[src/rtl/mux4_rr_arbiter.sv]
// mux4_rr_arbiter: round-robin grant of one shared 4:1 mux, with a per-grant hold limit.
// Optional LOCK_EN macro adds a lock input that suspends the hold limit while granted.
module mux4_rr_arbiter #(
  parameter int W        = 1,
  parameter int MAX_HOLD = 8
) (
  input  logic           clk,
  input  logic           rst,
  input  logic [3:0]     req,
  input  logic [4*W-1:0] din,
`ifdef LOCK_EN
  input  logic           lock,
`endif
  output logic [3:0]     gnt,
  output logic [1:0]     sel,
  output logic           busy,
  output logic [W-1:0]   dout,
  output logic           dout_valid,
  output logic [1:0]     dout_src
);

  localparam int CW = $clog2(MAX_HOLD) + 1;
  localparam logic [CW-1:0] HOLD_LAST = CW'(MAX_HOLD - 1);

  typedef enum logic {
    IDLE,
    GRANT
  } state_t;

  state_t        state;
  state_t        state_nxt;
  logic [1:0]    sel_nxt;
  logic [1:0]    ptr;
  logic [1:0]    ptr_nxt;
  logic [CW-1:0] hold_cnt;
  logic [CW-1:0] hold_nxt;
  logic [3:0]    gnt_d;
  logic [3:0]    masked;
  logic [2:0]    pk_idle;
  logic [2:0]    pk_rel;
  logic          lock_on;
  logic          limit;
  logic          release_g;

`ifdef LOCK_EN
  assign lock_on = lock;
`else
  assign lock_on = 1'b0;
`endif

  // {found, index} of the first set bit of r, searching p, p+1, ... mod 4
  function automatic logic [2:0] pick(
    input logic [3:0] r,
    input logic [1:0] p
  );
    logic [2:0] res;
    logic [1:0] idx;
    res = 3'b000;
    for (int k = 3; k >= 0; k--) begin
      idx = p + 2'(k);
      if (r[idx]) res = {1'b1, idx};
    end
    return res;
  endfunction

  assign busy    = (state == GRANT);
  assign limit   = (hold_cnt == HOLD_LAST) && !lock_on;
  assign release_g = !req[sel] || limit;
  assign masked  = req & ~gnt;
  assign pk_idle = pick(req, ptr);
  assign pk_rel  = pick(masked, sel + 2'd1);

  always_comb begin
    state_nxt = state;
    sel_nxt   = sel;
    ptr_nxt   = ptr;
    hold_nxt  = hold_cnt;
    unique case (state)
      IDLE: begin
        if (pk_idle[2]) begin
          state_nxt = GRANT;
          sel_nxt   = pk_idle[1:0];
          hold_nxt  = '0;
        end
      end
      GRANT: begin
        if (release_g) begin
          ptr_nxt  = sel + 2'd1;
          hold_nxt = '0;
          if (pk_rel[2]) begin
            sel_nxt = pk_rel[1:0];
          end else if (!req[sel]) begin
            state_nxt = IDLE;
          end
        end else if (hold_cnt != HOLD_LAST) begin
          hold_nxt = hold_cnt + 1'b1;
        end
      end
    endcase
  end

  always_comb begin
    gnt_d = '0;
    if (state_nxt == GRANT) gnt_d[sel_nxt] = 1'b1;
  end

  always_ff @(posedge clk) begin
    if (rst) begin
      state    <= IDLE;
      sel      <= '0;
      ptr      <= '0;
      hold_cnt <= '0;
      gnt      <= '0;
    end else begin
      state    <= state_nxt;
      sel      <= sel_nxt;
      ptr      <= ptr_nxt;
      hold_cnt <= hold_nxt;
      gnt      <= gnt_d;
    end
  end

  // dout keeps its last value whenever no lane was granted
  always_ff @(posedge clk) begin
    if (rst) begin
      dout       <= '0;
      dout_valid <= 1'b0;
      dout_src   <= '0;
    end else begin
      dout_valid <= busy;
      if (busy) begin
        dout     <= din[int'(sel)*W +: W];
        dout_src <= sel;
      end
    end
  end

endmodule

[config.mk]
export PLATFORM = sky130hd
export DESIGN_NAME = mux4_rr_arbiter
export DESIGN_NICKNAME = d
export VERILOG_FILES = /design/src/rtl/mux4_rr_arbiter.sv
export SDC_FILE = /design/constraint.sdc
export NUM_CORES = 1
export LEC_CHECK = 0
export ABC_AREA = 1
export CAP_MARGIN = 25
export CORE_ASPECT_RATIO = 1.2
export CORE_MARGIN = 5
export CORE_UTILIZATION = 40
export CTS_CLUSTER_SIZE = 16
export DETAILED_ROUTE_END_ITERATION = 12
export HOLD_SLACK_MARGIN = 0.15
export PLACE_DENSITY = 0.61
export SLEW_MARGIN = 20
export SYNTH_ARGS = -nofsm -noshare
export SYNTH_HDL_FRONTEND = slang
export SYNTH_SLANG_ARGS = --single-unit
export TNS_END_PERCENT = 10
[constraint.sdc]
create_clock -name clk -period 2.4 [get_ports clk]
set_clock_uncertainty 0.05 [all_clocks]
set_input_delay 0.48 -clock clk [delete_from_list [all_inputs] [get_ports clk]]
set_output_delay 0.48 -clock clk [all_outputs]
set_load 0.05 [all_outputs]
==> qor.csv <==
metric,value,unit
dpl.hpwl,2.464,mm
hold_depth,2,
cp_slowest_cell,clkdlybuf4s50_1,
powerDensity,1397,nW/um^2
diodes,0,
rows,21,
yosysTopAreaCellShare,0.2887,
critical_path_cell_count,1,
finalSetupTns,0,ns
critPathTopFamily,buffers and inverters,
utilization,0.5109,
final_max_slew_viol_count,0,
required,1.87,ns
async_reset_ff_frac,0,
p_clk_frac,0.079,
hold_end,dout_src[0],
synth_edf_count,0,
postCtsResizedCells,0,
ys_ff_latch,17,
synth_nets,205,
whs,0.4272,ns
synth_area_leaders,"dfxtp_1, nand2_1, inv_1",
gp_congestion,0.9114,
worstPathArrival,1.63,ns
fp.dieH,69.46,um
cts_buffer_depth,2,
port_buffers,20,
grt_max_degree,12,
core,2811,um^2
synth_most_common_cell,nand2_1,
hold_class,flip-flop to flip-flop,
rsz0062_at_grt,no,
swShare,0.5574,
cts_tree,done,
clk_latency,0.29,ns
postRouteAntennaNets,0,
htreeDepth,1,
hold_viol_final,0,
p_leak,0.7124,nW
cts_setup_buffers,0,
max-vdd-ir-drop,0.8460,mV
max_cap_viol_count,0,
max_freq,0.4630,GHz
critPathLaunchType,flip-flop,
fin_crit,2.160,ns
crit_path_max_fanout,7,
start_util,0.4192,
wl_per_cell,12.08,um
final-setup-viol-count,0,
max_stage_delay,0.86,ns
synth_largest_area_cell,dfxtp_1,
netlist_top_cells_count,"nand2_1, inv_1, nor2_1",
grt_overflow_total,0,
ys.flop_type,dfxtp_1,
reg2reg_to,gnt[3],
antenna_found_initial,0,
viasPerCell,5.060,
ys_seq_area_frac,0.2887,
first_iter_violations,57,
path_cells,clkdlybuf4s50_1,
finalCritPeriodShare,0.8999,
detail_route.first_pass.iterations,4,
drive_gt1_frac,0.1290,
crit_type,flip-flop to output pin,
worstMarginPinSlew,0.5145,ns
critPathBufInv,1,
power.total,2.006,mW
num_vias,1270,
ios,21,
synth_cell_types,22,
switching_power,1.118,mW
reg2reg_setup_slack,0.47,ns
reg2reg_from,ptr[0],
r2r_cells,14,
cts.sink_count,17,
syn_to_final_growth,21.87,%
p_int,0.8880,mW
syn_area,1179,um^2
grt_util_all_layers,0.1601,
grt_pass1_wl,5.264,mm
grt_pass1_vias,1267,
layoutNonFillerInstCount,251,
place_inst,247,
status,finished clean,
hold_buffers,0,
design_area,1436,um^2
die_area,4136,um^2
clk_pin_slew,0.10,ns
finalNetCount,229,
fp.dieW,59.55,um
finalWorstSetupSlack,0.2403,ns
syn_inst,194,
p_seq_frac,0.221,
drcViolationCount,0,
power_frac_comb,0.700,
yosys_warnings,0,
slew_headroom,0.6559,
numCtsBuffers,3,
syn_area_per_cell,6.075,um^2
ctsRootBufferMaster,clkbuf_4,
end_kind,output pin,
pre_cts_ws,0.1332,ns
dpl-instance-area,1409,um^2
hp-start,dout_src[0],
wl,3.032,mm
cells in the final DEF, fill, tap and decap left out, types with 5 or more instances in the layout:
cell and count:
nand2_1 59, inv_1 26, clkdlybuf4s50_1 20, nor2_1 19, nand3_1 17, dfxtp_1 17, a21oi_1 11, o21ai_0 10
nand3_2 5
state kept, by name, summed over array words and instances (netlist names):
register and cells:
dout_valid 1, sel 2, ptr 2, hold_cnt 4
busy 1, gnt 4, dout_src 2, dout 1
cells by family after synthesis:
logic type / Yosys count / share of synthesized area
XOR/XNOR: 3 / 0.02230
AND/OR/NAND/NOR: 108 / 0.4055
flip-flops: 17 / 0.2888
buffers and inverters: 35 / 0.1316
adder cells (fa/ha/maj): 1 / 0.01061
AO/OA/AOI/OAI: 30 / 0.1412
per-layer routing:
layer	share of wire	GRT usage	vias up
li1	-	-	655
met5	0	0	-
met2	0.48	0.2552	34
met4	0.038	0.09606	0
met1	0.44	0.1948	568
met3	0.041	0.02607	13
how the worst max path moves through the flow:
stage                     startpoint      to
after floorplan               sel[0]  gnt[1]
after global placement        req[3]  gnt[3]
after detailed placement      req[1]  gnt[1]
after CTS                     sel[0]  sel[0]
after global routing          sel[0]  sel[0]
final                         sel[0]  sel[0]
power by group through the flow:
stage | combinational (mW) | sequential (mW) | clock [mW]
floorplan | 0.892 | 0.637 | 0
global placement | 1.39 | 0.447 | 0
detailed placement | 1.41 | 0.448 | 0
CTS | 1.42 | 0.443 | 0.159
global route | 1.57 | 0.458 | 0.174
finish | 1.41 | 0.443 | 0.158
cell type report:
| class | count | area, um^2 |
|---|---|---|
| well taps | 34 | 42.54 |
| multi-input cells | 142 | 683.2 |
| clock inverters | 1 | 5.005 |
| flip-flops and latches | 17 | 340.3 |
| inverters | 30 | 112.6 |
| repair buffers | 24 | 230.2 |
| fillers | 298 | 1375 |
| clock buffers | 3 | 22.52 |
Power figures use the tool's default switching activity.
